<file path="src/rtl/fifo_axis_pkg.sv">
// Shared types for the FIFO-to-AXI4-Stream drain stage: FSM state encoding
// and the {data,last} beat layout held in the output buffer.
package fifo_axis_pkg;

  localparam int AXIS_DATA_WIDTH = 32;

  typedef enum logic [1:0] {
    IDLE   = 2'd0,
    STREAM = 2'd1,
    DRAIN  = 2'd2
  } drain_state_t;

  typedef struct packed {
    logic [AXIS_DATA_WIDTH-1:0] data;
    logic                       last;
  } axis_beat_t;

endpackage

</file>
<file path="src/rtl/fifo_axis_drain_skid_buf.sv">
// Two-entry {data,last} output buffer. Entry 0 is always the head; a push and
// pop in the same cycle at occupancy 1 replaces the head so throughput is 1/clk.
module axis_skid_buf
  import fifo_axis_pkg::*;
#(
  parameter int DATA_WIDTH = AXIS_DATA_WIDTH
) (
  input  logic                  clk_i,
  input  logic                  rst_ni,
  input  logic                  push_i,
  input  logic [DATA_WIDTH-1:0] pushData_i,
  input  logic                  pushLast_i,
  input  logic                  pop_i,
  output logic [DATA_WIDTH-1:0] headData_o,
  output logic                  headLast_o,
  output logic [1:0]            occ_o
);

  logic [DATA_WIDTH:0] entry0_q, entry0_d;
  logic [DATA_WIDTH:0] entry1_q, entry1_d;
  logic [1:0]          occ_q, occ_d;
  logic                doPop, doPush;
  logic [DATA_WIDTH:0] pushBeat;

  assign pushBeat = {pushData_i, pushLast_i};
  assign doPop    = pop_i && (occ_q != 2'd0);
  assign doPush   = push_i && ((occ_q != 2'd2) || doPop);

  always_comb begin
    entry0_d = entry0_q;
    entry1_d = entry1_q;
    occ_d    = occ_q;
    case (occ_q)
      2'd0: begin
        if (doPush) begin
          entry0_d = pushBeat;
          occ_d    = 2'd1;
        end
      end
      2'd1: begin
        if (doPush && doPop) begin
          entry0_d = pushBeat;
        end else if (doPush) begin
          entry1_d = pushBeat;
          occ_d    = 2'd2;
        end else if (doPop) begin
          occ_d = 2'd0;
        end
      end
      default: begin
        // Full: a pop promotes the second entry to the head.
        if (doPop) begin
          entry0_d = entry1_q;
          if (doPush) begin
            entry1_d = pushBeat;
          end else begin
            occ_d = 2'd1;
          end
        end
      end
    endcase
  end

  always_ff @(posedge clk_i or negedge rst_ni) begin
    if (!rst_ni) begin
      entry0_q <= '0;
      entry1_q <= '0;
      occ_q    <= 2'd0;
    end else begin
      entry0_q <= entry0_d;
      entry1_q <= entry1_d;
      occ_q    <= occ_d;
    end
  end

  assign headData_o = entry0_q[DATA_WIDTH:1];
  assign headLast_o = entry0_q[0];
  assign occ_o      = occ_q;

endmodule

</file>
<file path="src/rtl/fifo_axis_drain.sv">
// Pops a show-ahead FIFO and streams the words as AXI4-Stream packets with TLAST.
// Optional beat-with-TLAST counter port PKT_COUNT when FIFO_AXIS_STATS_EN is defined.
module fifo_axis_drain
  import fifo_axis_pkg::*;
#(
  parameter  int DATA_WIDTH  = 32,
  parameter  int MAX_PKT_LEN = 256,
  localparam int CNT_W       = $clog2(MAX_PKT_LEN + 1)
) (
  input  logic                  CLK,
  input  logic                  RESETN,
  input  logic                  ENABLE,
  input  logic [CNT_W-1:0]      CFG_PKT_LEN,
  output logic                  BUSY,
  output logic                  RD_CMD,
  input  logic [DATA_WIDTH-1:0] RD_DATA,
  input  logic                  FIFO_EMPTY,
  output logic [DATA_WIDTH-1:0] M_AXIS_TDATA,
  output logic                  M_AXIS_TVALID,
  output logic                  M_AXIS_TLAST,
  input  logic                  M_AXIS_TREADY
`ifdef FIFO_AXIS_STATS_EN
  ,
  output logic [31:0]           PKT_COUNT
`endif
);

  drain_state_t     state_q, state_d;
  logic [CNT_W-1:0] rdBeat_q, rdBeat_d;
  logic [CNT_W-1:0] pktLen_q, pktLen_d;
  logic [1:0]       occ;
  logic             stopPending;
  logic             isLast;
  logic             rdCmd;
  logic             handshake;

  // Stopping is only allowed on a packet boundary, i.e. before the first pop.
  assign stopPending = !ENABLE && (rdBeat_q == '0);
  assign isLast      = (rdBeat_q == pktLen_q - CNT_W'(1));
  assign handshake   = M_AXIS_TVALID && M_AXIS_TREADY;

  always_ff @(posedge CLK or negedge RESETN) begin
    if (!RESETN) begin
      state_q  <= IDLE;
      rdBeat_q <= '0;
      pktLen_q <= '0;
    end else begin
      state_q  <= state_d;
      rdBeat_q <= rdBeat_d;
      pktLen_q <= pktLen_d;
    end
  end

  always_comb begin
    state_d  = state_q;
    rdBeat_d = rdBeat_q;
    pktLen_d = pktLen_q;
    case (state_q)
      IDLE: begin
        if (ENABLE) begin
          pktLen_d = (CFG_PKT_LEN == '0) ? CNT_W'(MAX_PKT_LEN) : CFG_PKT_LEN;
          rdBeat_d = '0;
          state_d  = STREAM;
        end
      end
      STREAM: begin
        if (rdCmd) begin
          rdBeat_d = isLast ? '0 : rdBeat_q + CNT_W'(1);
        end
        if (stopPending) begin
          state_d = DRAIN;
        end
      end
      DRAIN: begin
        if (occ == 2'd0) begin
          state_d = IDLE;
        end
      end
      default: state_d = IDLE;
    endcase
  end

  // The pop strobe never looks at TREADY; the buffer absorbs the stall.
  always_comb begin
    BUSY  = (state_q != IDLE);
    rdCmd = (state_q == STREAM) && !FIFO_EMPTY && (occ < 2'd2) && !stopPending;
  end

  assign RD_CMD        = rdCmd;
  assign M_AXIS_TVALID = (occ != 2'd0);

  axis_skid_buf #(
    .DATA_WIDTH (DATA_WIDTH)
  ) u_skid_buf (
    .clk_i      (CLK),
    .rst_ni     (RESETN),
    .push_i     (rdCmd),
    .pushData_i (RD_DATA),
    .pushLast_i (isLast),
    .pop_i      (M_AXIS_TREADY),
    .headData_o (M_AXIS_TDATA),
    .headLast_o (M_AXIS_TLAST),
    .occ_o      (occ)
  );

`ifdef FIFO_AXIS_STATS_EN
  logic [31:0] pktCount_q, pktCount_d;

  assign pktCount_d = (handshake && M_AXIS_TLAST) ? pktCount_q + 32'd1 : pktCount_q;

  always_ff @(posedge CLK or negedge RESETN) begin
    if (!RESETN) begin
      pktCount_q <= '0;
    end else begin
      pktCount_q <= pktCount_d;
    end
  end

  assign PKT_COUNT = pktCount_q;
`else
  logic unusedHandshake;
  assign unusedHandshake = handshake;
`endif

endmodule

</file>
<file path="config.mk">
export PLATFORM = sky130hd
export DESIGN_NAME = fifo_axis_drain
export DESIGN_NICKNAME = d
export VERILOG_FILES = /design/src/rtl/fifo_axis_pkg.sv /design/src/rtl/fifo_axis_drain_skid_buf.sv /design/src/rtl/fifo_axis_drain.sv
export SDC_FILE = /design/constraint.sdc
export NUM_CORES = 1
export LEC_CHECK = 0
export CAP_MARGIN = 0
export CORE_MARGIN = 2
export CORE_UTILIZATION = 55
export CTS_CLUSTER_SIZE = 40
export DETAILED_ROUTE_END_ITERATION = 10
export PLACE_DENSITY_LB_ADDON = 0.1
export RECOVER_POWER = 25
export SETUP_SLACK_MARGIN = 0.5
export SLEW_MARGIN = 5
export SYNTH_ARGS = -nofsm -noshare
export SYNTH_HDL_FRONTEND = slang
export SYNTH_SLANG_ARGS = --single-unit
</file>
<file path="constraint.sdc">
create_clock -name CLK -period 6.96 [get_ports CLK]
set_clock_uncertainty 0.15 [all_clocks]
set_input_delay 1.044 -clock CLK [delete_from_list [all_inputs] [get_ports CLK]]
set_output_delay 1.044 -clock CLK [all_outputs]
set_load 0.05 [all_outputs]
</file>
==> impl_metrics.toml, run 1 <==
[outcome]
status = "complete, but fails checks"
violations = "max-capacitance violations, max-slew violations"

[grt]
grt_pass1_vias = 3022
grt_max_degree = 67
busiest_layer = "met2"
antenna_found_initial = 0
use_met1 = 0.292
grt_util_met2 = 0.355
grt_use_total = 0.220
grt.met3_usage = 0.0465
grt_pass1_wl_um = 14600
gr-total-overflow = 0

[clock_network]
hold_buffers = 0
cts_tree = "done"
clock-sinks = 88
htreeDepth = 3
cts_root_buf = "clkbuf_8"
cts-resized-gates = 0
clkLatencyLatePin_ps = 350
clk_path_buf_depth = 2
postCtsSetupRepairBufs = 0
clk_pin_slew_ps = 80
numCtsBuffers = 9

[critical_path]
crit_buf_inv = 2
slowest_stage = "clkbuf_1"
critPathMaxStageDelay_ps = 1790
cp-end-kind = "asynchronous set/reset pin"
crit_path_frequent_cell = "clkbuf_1"
r2r_slack_ps = 3870
path_max_fanout = 46
startpoint = "RESETN"
r2r-start = "u_skid_buf.occ_o[1]$_DFFE_PN0P_"
crit_chain = "clkbuf_1 > clkbuf_1"
arrival_ps = 4510
required_ps = 6780
worstSetupStartpointType = "input port"
reg2reg_depth = 4
path_class = "in2async"
r2r_end = "u_skid_buf.entry1_q[1]$_DFFE_PN0P_"
cp.depth = 2
crit_family = "buffers and inverters"
cp-endpoint = "u_skid_buf.entry0_q[18]$_DFFE_PN0P_"

[sta]
post-route-min-period_ps = 4680
relSlewSlack = -0.576
hold_viol_final = 0
max_slew.worst_pin.slew_ps = 2360
drv_slew = 91
max_freq_mhz = 214
rsz0062_at_grt = "no"
min_period_over_period = 0.673
tns_ps = 0
setup_violations = 0

[synthesis]
synth_edf_count = 0
ys_types = 47
yosysTopAreaCellShare = 0.522
ys_top_cells_by_area = "dfrtp_1 (52%), mux2i_1 (7.8%), mux2_1 (7.5%)"
yosysMostFrequentCell = "dfrtp_1"
synth_seq_area_share = 0.522
synth_common_cells = "dfrtp_1 (88), nand2_1 (49), mux2i_1 (33)"
synth_cells = 373
synth-seq-cells = 88
synth_ff_type = "dfrtp_1"
yosysWarnings = 0
async_reset_ff_frac = 1.00
syn_nets = 422
netlist_area_um2 = 4220
synth_top_cell_by_area = "dfrtp_1"
avgSynthCellArea_um2 = 11.3

[power_and_ir_drop]
p_leak_nw = 2.19
power-per-cell-area_nw_per_um2 = 480
power_frac_clock = 0.154
p_sw_frac = 0.433
p_comb_frac = 0.470
pwr-share-seq = 0.376
internal_power_mw = 1.43
ir_drop_mv = 0.243
p_switching_mw = 1.09

[layout]
syn_to_final_growth_pct = 24.6
drive_gt1_frac = 0.0819
fill_cells = 538
post-route-util = 0.717
nets = 496
diodes = 0
fin_area_um2 = 5260

[place]
dpl_cell_area_um2 = 5050
gp_congestion = 0.831
dp_hpwl_um = 5890
port-buffer-count = 81

[drt]
num_vias = 2985
ant_nets = 0
wl_per_cell_um = 15.6
viasPerCell = 5.42
drc = 0
wirelength_um = 8590
drtPass1Iterations = 4
dr.first_iter.drc_count = 131

[floorplanning]
pin_count = 82
die_w_um = 91.6
fp.coreArea_um2 = 7330
dieHeight_um = 91.6
fp-row-count = 31
die_area_um2 = 8390
start_util = 0.575

[min_path]
hp-class = "reg2reg"

[flow_run]
cap_violations = 2
## power by group through the flow
stage	registers [mW]	logic, mW	clock network, mW
final	0.948	1.19	0.390
after global routing	0.980	1.28	0.423
after floorplan	1.19	0.615	0
after CTS	0.949	1.20	0.399
after detailed placement	0.956	1.20	0
after global placement	0.944	1.16	0
## worst register-to-register path: cells and delay by family, from the launching register on
family           cells  cell delay (ps)
AND/OR/NAND/NOR      2             1050
flip-flops           1              800
AO/OA/AOI/OAI        1              420
multiplexers         1              550
## layout make-up
type	count	area [um^2]	share of cell area
flip-flops and latches	88	2200	0.419
multi-input cells	257	1860	0.354
repair buffers	84	820	0.156
clock buffers	11	141	0.0269
well taps	99	124	0.0236
clock inverters	5	78.8	0.0150
inverters	7	26.3	0.00500
## logic make-up (layout without fill, tap and decap cells)
group | after synthesis | count (layout) | synth area share
xor gates and xnor gates | 13 | 13 | 0.0270
adders and majority gates | 3 | 3 | 0.00890
buffers and inverters | 28 | 107 | 0.0383
AOI/OAI and AO/OA | 64 | 64 | 0.0964
DFF | 88 | 88 | 0.522
and+or+nand+nor | 106 | 106 | 0.128
muxes | 71 | 71 | 0.180
## cell usage in the layout (no fill, tap or decap), types with 6 or more instances in the layout
cell type / synthesis / layout
clkbuf_8: 0 / 10
clkdlybuf4s50_1: 0 / 79
dfrtp_1: 88 / 87
inv_1: 7 / 7
mux2_1: 28 / 28
mux2_2: 10 / 10
mux2i_1: 33 / 33
nand2_1: 49 / 49
nand3_1: 6 / 6
nor2_1: 15 / 15
nor2b_1: 6 / 6
nor3_1: 6 / 6
o21ai_0: 31 / 31
o21ai_1: 10 / 10
xnor2_1: 13 / 13
## how the worst min path moves through the flow
stage / from / end / cells after the start
after floorplan: u_skid_buf.entry1_q[0]$_DFFE_PN0P_ / u_skid_buf.entry1_q[0]$_DFFE_PN0P_ / 2
after global placement: u_skid_buf.entry1_q[0]$_DFFE_PN0P_ / u_skid_buf.entry1_q[0]$_DFFE_PN0P_ / 2
after detailed placement: u_skid_buf.entry1_q[0]$_DFFE_PN0P_ / u_skid_buf.entry1_q[0]$_DFFE_PN0P_ / 2
after CTS: u_skid_buf.entry1_q[0]$_DFFE_PN0P_ / u_skid_buf.entry1_q[0]$_DFFE_PN0P_ / 2
after global routing: u_skid_buf.entry1_q[0]$_DFFE_PN0P_ / u_skid_buf.entry1_q[0]$_DFFE_PN0P_ / 2
final: u_skid_buf.entry0_q[11]$_DFFE_PN0P_ / u_skid_buf.entry0_q[11]$_DFFE_PN0P_ / 2
## routing by layer
layer,up-vias,routed length (um),part of all wire
li1,1453,-,-
met1,1452,3940,0.46
met2,69,4140,0.48
met3,11,413,0.048
met4,0,94,0.011
met5,-,0,0
## flip-flops by register name (all words and copies together) (netlist names)
register / cells
rdBeat_q: 9
u_skid_buf.entry0_q: 33
u_skid_buf.entry1_q: 33
u_skid_buf.occ_o: 2
state_q: 2
pktLen_q: 9
## metrics by stage
step	total power, mW	setup slack (ps)	std cells	hold WS (ps)
after global placement	2.10	2730	535	309
after global routing	2.69	1340	551	360
after floorplan	1.81	3800	373	292
final	2.52	2280	551	337
after detailed placement	2.15	2730	535	323
after CTS	2.55	2720	551	341
Power figures use the tool's default switching activity.
==> run 2, diff against run 1 <==
--- a/config.mk
+++ b/config.mk
@@ -7,7 +7,7 @@
 export LEC_CHECK = 0
 export CAP_MARGIN = 0
 export CORE_MARGIN = 2
-export CORE_UTILIZATION = 55
+export CORE_UTILIZATION = 47
 export CTS_CLUSTER_SIZE = 40
 export DETAILED_ROUTE_END_ITERATION = 10
 export PLACE_DENSITY_LB_ADDON = 0.1
==> constraint.sdc (replaced) <==
create_clock -name CLK -period 3.9 [get_ports CLK]
set_clock_uncertainty 0.15 [all_clocks]
set_input_delay 0.585 -clock CLK [delete_from_list [all_inputs] [get_ports CLK]]
set_output_delay 0.585 -clock CLK [all_outputs]
set_load 0.05 [all_outputs]
==> impl_metrics.toml, run 2 (same netlist as run 1, synthesis figures left out) <==
[outcome]
status = "complete, but fails checks"
violations = "max-capacitance violations, max-slew violations"

[sta]
relSlewSlack = -0.137
tns_ps = 0
drv_slew = 70
hold_viol_final = 0
setup_violations = 0
max_freq_mhz = 307
rsz0062_at_grt = "no"
max_slew.worst_pin.slew_ps = 1710
post-route-min-period_ps = 3260
min_period_over_period = 0.836
hold_slack_ps = 335

[power_and_ir_drop]
pwr-share-seq = 0.370
power_frac_clock = 0.142
ir_drop_mv = 0.468
p_leak_nw = 2.21
power-per-cell-area_nw_per_um2 = 840
p_switching_mw = 1.94
internal_power_mw = 2.50
p_sw_frac = 0.437
p_comb_frac = 0.487

[grt]
grt_max_degree = 70
grt_pass1_wl_um = 14600
grt_pass1_vias = 3126
gr-total-overflow = 0
antenna_found_initial = 0
grt_use_total = 0.188

[critical_path]
arrival_ps = 2530
slowest_stage = "clkdlybuf4s50_1"
critPathMaxStageDelay_ps = 810
crit_family = "buffers and inverters"
cp-end-kind = "primary output"
path_max_fanout = 9
worstSetupStartpointType = "flop"
required_ps = 3160
crit_buf_inv = 3
path_class = "reg2out"
crit_chain = "inv_1 > ha_1 > nor3b_1 > a311oi_4 > buf_4 > clkdlybuf4s50_1"

[clock_network]
postCtsSetupRepairBufs = 0
htreeDepth = 3
hold_buffers = 0
cts_tree = "done"
clock-sinks = 88
numCtsBuffers = 9
cts-resized-gates = 0
clkLatencyLatePin_ps = 350
clk_pin_slew_ps = 90
cts_root_buf = "clkbuf_8"
clk_path_buf_depth = 2

[place]
place_inst = 548
gp_congestion = 0.826
dp_hpwl_um = 5790
port-buffer-count = 81

[layout]
register_area_um2 = 2200
post-route-util = 0.605
largestRegisters = "u_skid_buf.entry0_q (33), u_skid_buf.entry1_q (33)"
multiInputGateArea_um2 = 1860
syn_to_final_growth_pct = 25.2
final_cells = 563
diodes = 0
layout_commonest_cell = "dfrtp_1"
nets = 500
drive_gt1_frac = 0.0967
fill_cells = 730
final_cell_mix = "dfrtp_1 (87), clkdlybuf4s50_1 (80), nand2_1 (49), mux2i_1 (33), o21ai_0 (31)"

[drt]
viasPerCell = 5.28
wl_per_cell_um = 15.0
dr.first_iter.drc_count = 110
num_vias = 2974
drc = 0
drtPass1Iterations = 4
ant_nets = 0
wirelength_um = 8440

[floorplanning]
die_w_um = 98.7
fp-row-count = 34
start_util = 0.484
fp.coreArea_um2 = 8720
dieHeight_um = 98.7
die_area_um2 = 9750
pin_count = 82

[flow_run]
cap_violations = 1

[min_path]
hp-class = "reg2reg"
run 2: cell types whose count changed in the layout (fill, tap and decap cells not counted):
cell             previous run  this run
clkdlybuf4s50_1            79        80
clkinvlp_4                  0         1
clkbuf_2                    0         1
bufinv_16                   2         1
dlygate4sd3_1               1         0
clkbuf_1                    4         0
buf_4                       1         7
run 2: path summary, 6_finish.rpt:
| check | cells after the start | slack, ps | start | end |
|---|---|---|---|---|
| max | 6 | 640 | rdBeat_q[0]$_DFFE_PN0P_ | RD_CMD |
| min | 2 | 330 | u_skid_buf.entry0_q[12]$_DFFE_PN0P_ | u_skid_buf.entry0_q[12]$_DFFE_PN0P_ |
| max reg2reg | 8 | 1240 | rdBeat_q[0]$_DFFE_PN0P_ | u_skid_buf.entry0_q[30]$_DFFE_PN0P_ |
| min reg2reg | 2 | 330 | u_skid_buf.entry0_q[12]$_DFFE_PN0P_ | u_skid_buf.entry0_q[12]$_DFFE_PN0P_ |
| max in group asynchronous | 1 | 1960 | RESETN | u_skid_buf.occ_o[1]$_DFFE_PN0P_ |
| min in group asynchronous | 1 | 520 | RESETN | u_skid_buf.entry0_q[22]$_DFFE_PN0P_ |
run 2: routing by layer:
metal / GRT usage / vias up / wire, um
met5: 0 / - / 0
met4: 0.0727 / 0 / 136
li1: - / 1470 / -
met2: 0.300 / 56 / 3920
met1: 0.249 / 1435 / 3980
met3: 0.0454 / 13 / 406
run 2: power groups by stage:
stage / combinational [mW] / sequential (mW) / clock, mW
2_1_floorplan: 1.10 / 2.12 / 0
6_report: 2.16 / 1.64 / 0.632
3_3_place_gp: 2.14 / 1.64 / 0
5_1_grt: 2.35 / 1.71 / 0.685
4_1_cts: 2.19 / 1.64 / 0.652
3_5_place_dp: 2.18 / 1.66 / 0
run 2: cell type report:
type	instances	area share
multi-input cells	257	0.353
flip-flops and latches	88	0.417
clock buffers	10	0.0261
well taps	108	0.0256
inverters	7	0.00498
repair buffers	88	0.163
clock inverters	5	0.0107
run 2: stage by stage:
stage               worst slack [ps]  total power, mW  cell area, um^2
global route                     518             4.75             5280
detailed placement               692             3.84             5090
global placement                 699             3.79             5090
CTS                              610             4.48             5280
finish                           639             4.43             5280
floorplan                       1300             3.22             4220
run 2: worst reg2reg max path: stages (launching register included):
cell and delay (ps):
dfrtp_1 460, inv_1 80, ha_1 130, nor3b_1 380, nand3_1 190, nor3b_2 230, o22ai_4 130, buf_4 520
o21ai_0 250
==> run 3, diff against run 2 <==
==> constraint.sdc (replaced) <==
create_clock -name CLK -period 2.68 [get_ports CLK]
set_clock_uncertainty 0.15 [all_clocks]
set_input_delay 0.402 -clock CLK [delete_from_list [all_inputs] [get_ports CLK]]
set_output_delay 0.402 -clock CLK [all_outputs]
set_load 0.05 [all_outputs]
==> impl_metrics.toml, run 3 (same netlist as run 1, synthesis figures left out) <==
[outcome]
status = "finished, final reports clean"

[place]
port-buffer-count = 81
place_inst = 552
place_ws_ps = 241
dp_hpwl_um = 5980
gp_congestion = 0.845

[critical_path]
crit_chain = "nor4_4 > a311oi_4 > buf_6 > buf_12"
required_ps = 2130
cp-end-kind = "primary output"
path_max_fanout = 5
critPathMaxStageDelay_ps = 500
r2r_slack_ps = 560
worstSetupStartpointType = "flop"
path_class = "reg2out"
reg2reg_depth = 6
crit_buf_inv = 2
crit_family = "flip-flops"
r2r_end = "u_skid_buf.entry1_q[6]$_DFFE_PN0P_"
arrival_ps = 1650
slowest_stage = "dfrtp_1"
r2r-start = "rdBeat_q[7]$_DFFE_PN0P_"

[min_path]
hold_path_end = "u_skid_buf.entry0_q[26]$_DFFE_PN0P_"
holdPathStages = 2
worstHoldStart = "u_skid_buf.entry0_q[26]$_DFFE_PN0P_"
hp-class = "reg2reg"

[floorplanning]
die_w_um = 98.7
start_util = 0.484
fp-row-count = 34
die_area_um2 = 9750
pin_count = 82
dieHeight_um = 98.7
fp.coreArea_um2 = 8720

[sta]
rsz0062_at_grt = "yes"
tns_ps = 0
hold_viol_final = 0
max_slew.worst_pin.slew_ps = 1040
max_freq_mhz = 454
min_period_over_period = 0.822
drv_slew = 0
setup_violations = 0
relSlewSlack = 0.307
post-route-min-period_ps = 2200
setup_ws_ps = 478

[drt]
wirelength_um = 9080
dr.first_iter.drc_count = 108
drc = 0
wl_per_cell_um = 15.6
ant_nets = 0
viasPerCell = 5.24
drtPass1Iterations = 4
num_vias = 3053

[power_and_ir_drop]
finalPower_mw = 6.87
p_leak_nw = 2.35
ir_drop_mv = 0.635
power-per-cell-area_nw_per_um2 = 1230

[grt]
grt_use_total = 0.191
gr-total-overflow = 0
grt_pass1_wl_um = 14800
busiest_layer = "met2"
grt_util_met2 = 0.302
antenna_found_initial = 0
grt_pass1_vias = 3060
use_met1 = 0.252
grt_max_degree = 44
grt.met3_usage = 0.0482

[clock_network]
cts_root_buf = "clkbuf_8"
numCtsBuffers = 9
clkLatencyLatePin_ps = 350
htreeDepth = 3
clk_pin_slew_ps = 80
clk_path_buf_depth = 2
clock-sinks = 88
cts_tree = "done"

[layout]
layout_commonest_cell = "dfrtp_1"
syn_to_final_growth_pct = 32.4
nets = 519
final_cell_mix = "dfrtp_1 (82), clkdlybuf4s50_1 (77), nand2_1 (49), mux2i_1 (33), o21ai_0 (30)"
largestRegisters = "u_skid_buf.entry0_q (33), u_skid_buf.entry1_q (33)"
drive_gt1_frac = 0.164
diodes = 0
final_cells = 583
post-route-util = 0.640

[flow_run]
cap_violations = 0
[run 3: cell types whose count changed in the layout (fill, tap and decap cells not counted), sizes merged]
cell	previous run	this run
buf	7	25
bufinv	1	3
clkbuf	11	14
clkdlybuf4s50	80	77
clkinv	2	1
clkinvlp	1	0
dlygate4sd2	0	1
dlygate4sd3	0	1
[run 3: repair_timing]
| action | CTS | global route |
|---|---|---|
| gates resized for setup | 9 | 12 |
| endpoints found under the hold margin | 40 | 0 |
| setup buffers | 6 | 7 |
| hold buffers | 1 | 0 |
| endpoints found under the setup margin | 56 | 71 |
| pin swaps | 2 | 4 |
| gates cloned | 0 | 1 |
[run 3: worst max path at each step]
stage                            startpoint                             endpoint  slack (ps)  depth (start not counted)
floorplan           rdBeat_q[0]$_DFFE_PN0P_  u_skid_buf.entry1_q[10]$_DFFE_PN0P_         200                          7
global placement                     ENABLE  u_skid_buf.entry0_q[29]$_DFFE_PN0P_         270                          7
detailed placement                   ENABLE   u_skid_buf.entry0_q[3]$_DFFE_PN0P_         240                          7
CTS                 rdBeat_q[0]$_DFFE_PN0P_                               RD_CMD         360                          6
global route                         RESETN  u_skid_buf.entry0_q[10]$_DFFE_PN0P_         220                          3
finish              rdBeat_q[7]$_DFFE_PN0P_                               RD_CMD         480                          4
[run 3: power breakdown]
group | leakage [nW] | internal [mW] | switching [mW]
Sequential | 1.09 | 1.94 | 0.438
Clock | 0.118 | 0.622 | 0.467
Combinational | 1.14 | 1.42 | 1.98
Total | 2.35 | 3.98 | 2.89
[run 3: routing by layer]
| metal | share of wire | vias up |
|---|---|---|
| li1 | - | 1508 |
| met1 | 0.45 | 1469 |
| met2 | 0.48 | 65 |
| met3 | 0.056 | 11 |
| met4 | 0.012 | 0 |
| met5 | 0 | - |
[run 3: final cells by class]
type                            count  area, um^2
Clock buffer                       11         131
Clock inverter                      5         104
Fill cell                         687        3140
Inverter                            7        26.3
Multi-Input combinational cell    257        1910
Sequential cell                    88        2210
Tap cell                          108         135
Timing Repair Buffer              107        1070
[run 3: worst reg2reg max path, stage by stage, from the launching register on]
cell and delay [ps]:
dfrtp_1 500, nor4_4 350, a311oi_4 160, buf_4 170, nand2_2 130, buf_12 180
mux2_1 370
[run 3: per-stage QoR]
| stage | hold slack (ps) | cell area, um^2 |
|---|---|---|
| 6_report | 336 | 5580 |
| 5_1_grt | 361 | 5580 |
| 4_1_cts | 341 | 5490 |
| 3_5_place_dp | 281 | 5170 |
| 3_3_place_gp | 281 | 5170 |
| 2_1_floorplan | -43.6 | 4260 |
